[src/rtl/multi_sink.sv]
// Multi-channel capture into a shared FIFO: round-robin grant among ready channels,
// one-cycle read acknowledge per capture, first-word-fall-through head.
module multi_sink #(
    parameter int unsigned WIDTH    = 11,
    parameter int unsigned CHANNELS = 4,
    parameter int unsigned DEPTH    = 8,
    localparam int unsigned CW      = (CHANNELS > 1) ? $clog2(CHANNELS) : 1,
    localparam int unsigned CNTW    = $clog2(DEPTH + 1)
) (
    input  logic                      clk,
    input  logic                      rst,
    input  logic [CHANNELS-1:0]       rready,
    input  logic [CHANNELS*WIDTH-1:0] in,
    output logic [CHANNELS-1:0]       read,
    output logic                      out_valid,
    output logic [WIDTH-1:0]          out_value,
    output logic [CW-1:0]             out_chan,
    input  logic                      pop,
    output logic [CNTW-1:0]           count
);

    localparam int unsigned PW = $clog2(DEPTH);

    logic [CW-1:0]       ptr_q, ptr_d;
    logic [PW-1:0]       head_q, head_d;
    logic [PW-1:0]       tail_q, tail_d;
    logic [CNTW-1:0]     count_q, count_d;
    logic [CHANNELS-1:0] read_q, read_d;

    logic [WIDTH-1:0]    data_mem [DEPTH];
    logic [CW-1:0]       chan_mem [DEPTH];

    logic                full;
    logic                do_pop;
    logic [CHANNELS-1:0] eligible;
    logic                grant;
    logic [CW-1:0]       gnt_idx;

    // Fullness is judged on the registered count, so a same-cycle pop cannot open a slot.
    assign full     = (count_q == CNTW'(DEPTH));
    assign do_pop   = pop && (count_q != '0);
    assign eligible = rready & ~read_q & {CHANNELS{~full}};

    always_comb begin
        logic [CW:0] sum;
        grant   = 1'b0;
        gnt_idx = '0;
        sum     = '0;
        for (int unsigned k = 0; k < CHANNELS; k++) begin
            sum = {1'b0, ptr_q} + (CW + 1)'(k);
            if (sum >= (CW + 1)'(CHANNELS)) begin
                sum = sum - (CW + 1)'(CHANNELS);
            end
            if (!grant && eligible[CW'(sum)]) begin
                grant   = 1'b1;
                gnt_idx = CW'(sum);
            end
        end
    end

    always_comb begin
        logic [CW:0] nxt;
        nxt     = {1'b0, gnt_idx} + (CW + 1)'(1);
        ptr_d   = ptr_q;
        read_d  = '0;
        head_d  = head_q;
        tail_d  = tail_q;
        count_d = count_q;
        if (grant) begin
            ptr_d  = (nxt == (CW + 1)'(CHANNELS)) ? '0 : CW'(nxt);
            read_d = CHANNELS'(1) << gnt_idx;
            tail_d = (tail_q == PW'(DEPTH - 1)) ? '0 : tail_q + PW'(1);
        end
        if (do_pop) begin
            head_d = (head_q == PW'(DEPTH - 1)) ? '0 : head_q + PW'(1);
        end
        if (grant && !do_pop) begin
            count_d = count_q + CNTW'(1);
        end else if (!grant && do_pop) begin
            count_d = count_q - CNTW'(1);
        end
    end

    always_ff @(posedge clk or posedge rst) begin
        if (rst) begin
            ptr_q   <= '0;
            head_q  <= '0;
            tail_q  <= '0;
            count_q <= '0;
            read_q  <= '0;
        end else begin
            ptr_q   <= ptr_d;
            head_q  <= head_d;
            tail_q  <= tail_d;
            count_q <= count_d;
            read_q  <= read_d;
        end
    end

    // Storage needs no reset: contents are only observed while count is non-zero.
    always_ff @(posedge clk) begin
        if (grant) begin
            data_mem[tail_q] <= in[gnt_idx*WIDTH +: WIDTH];
            chan_mem[tail_q] <= gnt_idx;
        end
    end

    assign read      = read_q;
    assign count     = count_q;
    assign out_valid = (count_q != '0);
    assign out_value = data_mem[head_q];
    assign out_chan  = chan_mem[head_q];

endmodule

[config.mk]
export PLATFORM = sky130hd
export DESIGN_NAME = multi_sink
export DESIGN_NICKNAME = d
export VERILOG_FILES = /design/src/rtl/multi_sink.sv
export SDC_FILE = /design/constraint.sdc
export NUM_CORES = 1
export LEC_CHECK = 0
export CAP_MARGIN = 20
export CORE_MARGIN = 2
export CORE_UTILIZATION = 60
export CTS_BUF_LIST = sky130_fd_sc_hd__clkbuf_4 sky130_fd_sc_hd__clkbuf_8
export CTS_CLUSTER_DIAMETER = 30
export DETAILED_ROUTE_END_ITERATION = 10
export HOLD_SLACK_MARGIN = 0.15
export PLACE_DENSITY = 0.87
export SYNTH_ARGS = -nofsm -noshare
export SYNTH_HDL_FRONTEND = slang
export SYNTH_SLANG_ARGS = --single-unit
export TNS_END_PERCENT = 50
[constraint.sdc]
create_clock -name clk -period 5.07 [get_ports clk]
set_input_delay 0.7605 -clock clk [delete_from_list [all_inputs] [get_ports clk]]
set_output_delay 0.7605 -clock clk [all_outputs]
set_load 0.02 [all_outputs]
==> reports/results.txt, run 1 <==
Net count after synthesis -> 345
Wire length reported by the detailed router -> 10.3 mm
Synthesized area divided by synthesized cell count -> 18.7 um^2
Hold Path Stages -> 1
Slew headroom -> 0.452
Hold Fails Final Rpt -> 0
Portion of the post-synthesis area used by sequential elements -> 0.669
Maximum operating frequency -> 0.285 GHz
Post-DR vias/cell -> 5.82
Share of final-layout standard cells stronger than drive strength 1 -> 0.240
Die footprint -> 9550 um^2
Crit Path Class -> flip-flop to output port
Number of levels the H-tree was split into -> 4
Syn Inst Count -> 282
Total number of clock tree sinks -> 120
Pins over their slew limit -> 0
Critical Path Start -> head_q[0]$_DFFE_PP0P_
Combinational share of power -> 0.434
Commonest non-fill, non-tap cell in the layout -> sky130_fd_sc_hd__edfxtp_1
Signed area change from the synthesized netlist to the final layout -> 24.9%
Type of destination of the critical path -> output port
Psw -> 0.00158 W
Global-route layer with the greatest usage -> met2
Clock latency at the later pin of the worst-skew pair -> 0.41 ns
Path type of the worst min-delay path -> flip-flop to flip-flop
Transition time at the pin with the least slew margin -> 0.799 ns
Area share of xor/xnor cells in the synthesized design -> 0.00665
Max-Cap Viols -> 0
Share of cell area taken by muxes after synthesis -> 0.212
Area of the core -> 8640 um^2
Die width -> 97.7 um
Post-DP HPWL -> 7.06 mm
CTS root buf -> sky130_fd_sc_hd__clkbuf_8
Slack of the worst reg-to-reg path -> 2.36 ns
Number of nets in the layout -> 438
Switching Fraction -> 0.340
Total overflow reported by the global router -> 0
Total iterations of the first detailed-routing run -> 6
Layout fillers -> 483
Global Route met2 Usage -> 0.409
Number of synthesized register bits -> 120
Worst Setup Start Kind -> flip-flop
Worst-case hold slack -> 0.520 ns
Starting Density -> 0.610
Maximum fanout along the worst path -> 25
Data required time of the worst path -> 4.31 ns
CTS tree -> yes
Count of nets left with antenna violations after detail routing -> 0
GR Util met3 -> 0.0597
CP Data Arrival Time -> 2.75 ns
Height of the die -> 97.7 um
Met1 usage -> 0.276
Count of cells along the worst register-to-register path -> 10
# IOs -> 73
Internal Dissipation -> 0.00307 W
Area of the mapped netlist -> 5270 um^2
Reg2reg start -> count[0]$_DFFE_PP0P_
Initial drt markers -> 146
Power share of the sequential group -> 0.390
Leakage power of the design -> 2.39 nW
Combinational family with the most area after synthesis -> multiplexers
Synth Area in Compound Gates -> 0.0190
Remaining DRCs -> 0
Simple-gate share of the synthesized area -> 0.0456
Clock period minus worst slack -> 3.51 ns
Pwr dens -> 707 nW/um^2
Register clock-pin slew on the reported worst setup and hold paths -> 0.07 ns
Antenna fix cells -> 0
Post-detailed-route wirelength per cell -> 20.8 um
Pin count of the biggest net entering global routing -> 26
Vias in the first global route -> 3142
Number of antenna violations at the first check in global routing -> 0
Number of setup buffers added after CTS -> 0
Number of buffers added on ports -> 72
Clock Path Buffers -> 2
Share of synthesized cell area in full adder, half adder and majority cells -> 0.0299
Count of cells resized by post-cts repair -> 0
Final estimated routing congestion in global placement -> 0.805
Accumulated negative setup slack -> 0 ns
Outcome -> completed
Count of unique library cells instantiated by Yosys -> 37
RSZ-0062 raised after global routing -> false
Commonest non-fill, non-tap cells in the layout -> sky130_fd_sc_hd__edfxtp_1, sky130_fd_sc_hd__clkdlybuf4s50_1, sky130_fd_sc_hd__mux2i_1, sky130_fd_sc_hd__mux4_2, sky130_fd_sc_hd__clkbuf_8
First-pass GRT wire length -> 16.3 mm
Setup violations, final -> 0
Crit Reg-Reg Endpoint -> count[3]$_DFFE_PP0P_
Post-route fraction of the period consumed by the critical path -> 0.693
Site Rows -> 34
Vias after detailed routing -> 2888
Worst Clk Skew -> 0.0117 ns
Number of buffers created by CTS -> 17
Number of warning messages in the yosys log -> 0
Clock network power share -> 0.176
Worst setup path endpoint -> out_value[1]
Gr usage total -> 0.232
Overall power -> 0.00465 W
Worst IR Drop VDD -> 0.000451 V
Hold buffer count at CTS -> 0
-- registers in the layout (all words and copies together), names as in the netlist --
signal and count:
chan_mem 16, ptr_q 2, read 4, tail_q 3
data_mem 88, head_q 3, count 4
-- final cells by class --
type                    instances  area (um^2)  area share
clock buffers                  22          290      0.0441
clock inverters                10          101      0.0154
inverters                       6         22.5     0.00342
multi-input cells             145         1660       0.253
flip-flops and latches        120         3520       0.535
well taps                     108          135      0.0205
repair buffers                 85          846       0.129
-- layer usage --
metal  up-vias  share of wire
li1       1307              -
met1      1458           0.39
met2       103           0.54
met3        20          0.053
met4         0          0.020
met5         -              0
-- stage by stage --
step | std cells | utilization | instance area, um^2 | setup WS, ns
after floorplan | 282 | - | 5270 | 2.13
after global placement | 461 | 0.711 | 6140 | 1.73
after detailed placement | 464 | 0.717 | 6190 | 1.51
after CTS | 496 | 0.762 | 6580 | 1.48
after global routing | 496 | 0.762 | 6580 | 1.39
final | 496 | 0.762 | 6580 | 1.56
-- worst max-delay path, stage by stage, from the launching register on --
cell and delay (ns):
sky130_fd_sc_hd__dfrtp_1 0.43, sky130_fd_sc_hd__buf_4 0.47, sky130_fd_sc_hd__mux4_2 0.59, sky130_fd_sc_hd__mux2_2 0.30, sky130_fd_sc_hd__clkdlybuf4s50_1 0.54
-- power groups by stage --
stage / registers [W] / clock network [W] / logic, W
after CTS: 0.00182 / 0.000831 / 0.00204
after global routing: 0.00185 / 0.000869 / 0.00218
after detailed placement: 0.00184 / 0 / 0.00203
after global placement: 0.00183 / 0 / 0.00190
after floorplan: 0.00177 / 0 / 0.00135
final: 0.00182 / 0.000819 / 0.00202
-- worst min path at each step --
stage	start	end	slack, ns
CTS	count[3]$_DFFE_PP0P_	count[3]$_DFFE_PP0P_	0.52
detailed placement	count[3]$_DFFE_PP0P_	count[3]$_DFFE_PP0P_	0.51
floorplan	tail_q[0]$_DFFE_PP0P_	tail_q[0]$_DFFE_PP0P_	0.50
finish	count[3]$_DFFE_PP0P_	count[3]$_DFFE_PP0P_	0.52
global route	count[3]$_DFFE_PP0P_	count[3]$_DFFE_PP0P_	0.55
global placement	count[3]$_DFFE_PP0P_	count[3]$_DFFE_PP0P_	0.50
-- cell usage after synthesis, drive strengths merged --
library cell,n,area share
a2111oi,1,0.0052
a21o,2,0.0028
a21oi,2,0.0019
a311oi,1,0.0028
a31oi,1,0.0012
and2,4,0.0047
and2b,1,0.0014
buf,8,0.012
clkbuf,3,0.0021
dfrtp,16,0.076
edfxtp,104,0.59
fa,1,0.0038
ha,11,0.026
inv,6,0.0043
mux2,18,0.038
mux2i,33,0.063
mux4,26,0.11
nand2,6,0.0043
nand2b,5,0.0059
nand3b,2,0.0028
nor2,10,0.0071
nor2b,2,0.0024
nor3,5,0.0069
nor3b,1,0.0014
nor4b,1,0.0045
o21ai,4,0.0038
o22ai,1,0.0012
or2,1,0.0012
or2b,1,0.0014
or4,1,0.0014
xnor2,3,0.0050
xor2,1,0.0017
-- logic make-up (layout without fill, tap and decap cells) --
group                      after synthesis  after routing
and+or+nand+nor                         40             40
adders and majority gates               12             12
xor gates and xnor gates                 4              4
muxes                                   77             77
AOI/OAI and AO/OA                       12             12
buffers and inverters                   17            123
DFF                                    120            120
Note: power is estimated with default switching activity, not from simulation.
==> run 2: changes to the inputs <==
--- a/config.mk
+++ b/config.mk
@@ -7,12 +7,12 @@
 export LEC_CHECK = 0
 export CAP_MARGIN = 20
 export CORE_MARGIN = 2
-export CORE_UTILIZATION = 60
+export CORE_UTILIZATION = 57
 export CTS_BUF_LIST = sky130_fd_sc_hd__clkbuf_4 sky130_fd_sc_hd__clkbuf_8
 export CTS_CLUSTER_DIAMETER = 30
 export DETAILED_ROUTE_END_ITERATION = 10
 export HOLD_SLACK_MARGIN = 0.15
-export PLACE_DENSITY = 0.87
+export PLACE_DENSITY = 0.84
 export SYNTH_ARGS = -nofsm -noshare
 export SYNTH_HDL_FRONTEND = slang
 export SYNTH_SLANG_ARGS = --single-unit
==> constraint.sdc (replaced) <==
create_clock -name clk -period 3.5 [get_ports clk]
set_input_delay 0.525 -clock clk [delete_from_list [all_inputs] [get_ports clk]]
set_output_delay 0.525 -clock clk [all_outputs]
set_load 0.02 [all_outputs]
==> run 2 against run 1 <==
  * Combinational power increased by 46%
  * Cell count increased by 2.2%
  * Wire length decreased by 1.2%
  * Critical path type unchanged
  * Highest routed layer unchanged
==> reports/results.txt, run 2 (same netlist as run 1, synthesis figures left out) <==
Worst Setup Start Kind -> flip-flop
Area of the core -> 9110 um^2 (+5.5%)
Inst Count DP -> 475 (+2.4%)
First-pass GRT wire length -> 15.9 mm (-2.5%)
Post-route fraction of the period consumed by the critical path -> 0.901
CTS root buf -> sky130_fd_sc_hd__clkbuf_8
Die footprint -> 10000 um^2 (+5.0%)
Signed area change from the synthesized netlist to the final layout -> 27.4%
Number of buffers created by CTS -> 17 (unchanged)
Maximum operating frequency -> 0.317 GHz
Post-detailed-route wirelength per cell -> 20.1 um (-3.3%)
Overall power -> 0.00703 W (+51%)
CTS tree -> yes
Die width -> 100 um (+2.5%)
Clock Path Buffers -> 2 (unchanged)
Accumulated negative setup slack -> 0 ns (unchanged)
Vias in the first global route -> 3087 (-1.8%)
Slew headroom -> 0.397 (-0.0559)
Initial drt markers -> 127 (-13%)
Height of the die -> 100 um (+2.5%)
Registers with the most flip-flops -> data_mem (88), chan_mem (16)
Transition time at the pin with the least slew margin -> 0.905 ns (+0.107 ns)
Register clock-pin slew on the reported worst setup and hold paths -> 0.07 ns (about the same)
Hold Fails Final Rpt -> 0 (unchanged)
Max-Cap Viols -> 0 (unchanged)
Crit Path Class -> flip-flop to output port
Worst IR Drop VDD -> 0.000722 V (+60%)
CP Data Arrival Time -> 2.63 ns (-0.12 ns)
Worst slack after detailed placement -> 0.546 ns (-0.959 ns)
Total iterations of the first detailed-routing run -> 4 (-2)
Site Rows -> 35 (+2.9%)
Gr usage total -> 0.222 (-0.0101)
Met1 usage -> 0.281 (+0.00575)
Path type of the worst min-delay path -> input port to async pin
Slack of the worst reg-to-reg path -> 0.81 ns (-1.55 ns)
Share of final-layout standard cells stronger than drive strength 1 -> 0.255 (+0.0154)
Number of nets in the layout -> 446 (+1.8%)
Final estimated routing congestion in global placement -> 0.818 (+1.6%)
Hold buffer count at CTS -> 0 (unchanged)
Commonest non-fill, non-tap cells in the layout -> sky130_fd_sc_hd__edfxtp_1, sky130_fd_sc_hd__clkdlybuf4s50_1, sky130_fd_sc_hd__mux2i_1, sky130_fd_sc_hd__mux4_2, sky130_fd_sc_hd__clkbuf_8
Number of antenna violations at the first check in global routing -> 0 (unchanged)
Global Route met2 Usage -> 0.370 (-0.0389)
Pin count of the biggest net entering global routing -> 34 (+31%)
Number of levels the H-tree was split into -> 4 (unchanged)
Post-DR vias/cell -> 5.69 (-2.2%)
Leakage power of the design -> 2.45 nW (+2.8%)
Count of nets left with antenna violations after detail routing -> 0 (unchanged)
Total overflow reported by the global router -> 0 (unchanged)
Commonest non-fill, non-tap cell in the layout -> sky130_fd_sc_hd__edfxtp_1
Post-DP HPWL -> 6.51 mm (-7.9%)
Count of cells along the worst register-to-register path -> 10 (unchanged)
RSZ-0062 raised after global routing -> false
Type of destination of the critical path -> output port
Crit Reg-Reg Endpoint -> count[3]$_DFFE_PP0P_
Antenna fix cells -> 0 (unchanged)
Data required time of the worst path -> 2.97 ns (-1.34 ns)
Wire length reported by the detailed router -> 10.2 mm (-1.2%)
Reg with most FFs -> data_mem
Pins over their slew limit -> 0 (unchanged)
Global-route layer with the greatest usage -> met2
Remaining DRCs -> 0 (unchanged)
Reg2reg start -> count[0]$_DFFE_PP0P_
Post-route worst setup slack -> 0.347 ns (-1.21 ns)
Vias after detailed routing -> 2887 (-0.035%)
Count of cells resized by post-cts repair -> 0 (unchanged)
# IOs -> 73 (unchanged)
Max reg flops -> 88 (unchanged)
Maximum fanout along the worst path -> 20 (-20%)
Worst Clk Skew -> 0.0117 ns (+0.0000126 ns)
Clock latency at the later pin of the worst-skew pair -> 0.42 ns (about the same)
GR Util met3 -> 0.0682 (+0.00853)
Count of non-filler cells in the finished layout -> 507 (+2.2%)
Setup violations, final -> 0 (unchanged)
Clock period minus worst slack -> 3.15 ns
Total number of clock tree sinks -> 120 (unchanged)
Starting Density -> 0.579 (-0.0317)
Pwr dens -> 1050 nW/um^2 (+48%)
Number of setup buffers added after CTS -> 0 (unchanged)
Outcome -> completed
Number of buffers added on ports -> 72 (unchanged)
## run 2: changes by cell type in the layout (fill, tap and decap cells not counted), sizes merged
cell and delta:
clkinv -5, clkinvlp +1, bufinv +3, clkbuf +2
buf +8, inv -1
## run 2: worst max-delay path, cell delays in order, from the launching register on
cell and delay (ns):
sky130_fd_sc_hd__dfrtp_1 0.64, sky130_fd_sc_hd__buf_4 0.38, sky130_fd_sc_hd__mux4_2 0.36, sky130_fd_sc_hd__mux2_2 0.27, sky130_fd_sc_hd__clkdlybuf4s50_1 0.55
## run 2: final cells by class
type / count / area (um^2)
Inverter: 6 / 22.5
Timing Repair Buffer: 93 / 891
Clock inverter: 8 / 168
Multi-Input combinational cell: 145 / 1660
Sequential cell: 120 / 3520
Clock buffer: 24 / 312
Fill cell: 551 / 2390
Tap cell: 111 / 139
## run 2: power by group
group	internal, W	total [W]	switching (W)
clock network	0.000947	0.00146	0.000512
registers	0.00235	0.00262	0.000273
logic	0.00143	0.00295	0.00151
## run 2: through the flow
stage | hold slack (ns) | cell area, um^2 | util
after global routing | 0.527 | 6720 | 0.737
after global placement | 0.514 | 6240 | 0.685
after detailed placement | 0.531 | 6240 | 0.685
after CTS | 0.485 | 6720 | 0.737
final | 0.475 | 6720 | 0.737
after floorplan | 0.439 | 5270 | -
## run 2: metal layers
layer,vias up,wire length (um)
li1,1323,-
met1,1438,4310
met2,116,5160
met3,10,617
met4,0,116
met5,-,0
## run 2: how the worst max path moves through the flow
stage | start | end | slack (ns) | cells after the start
2_1_floorplan | count[0]$_DFFE_PP0P_ | count[3]$_DFFE_PP0P_ | 0.78 | 10
3_3_place_gp | rready[3] | count[3]$_DFFE_PP0P_ | 0.66 | 12
3_5_place_dp | rready[3] | count[3]$_DFFE_PP0P_ | 0.55 | 12
4_1_cts | head_q[1]$_DFFE_PP0P_ | out_value[9] | 0.33 | 4
5_1_grt | head_q[1]$_DFFE_PP0P_ | out_value[4] | 0.25 | 4
6_report | head_q[1]$_DFFE_PP0P_ | out_value[9] | 0.35 | 4
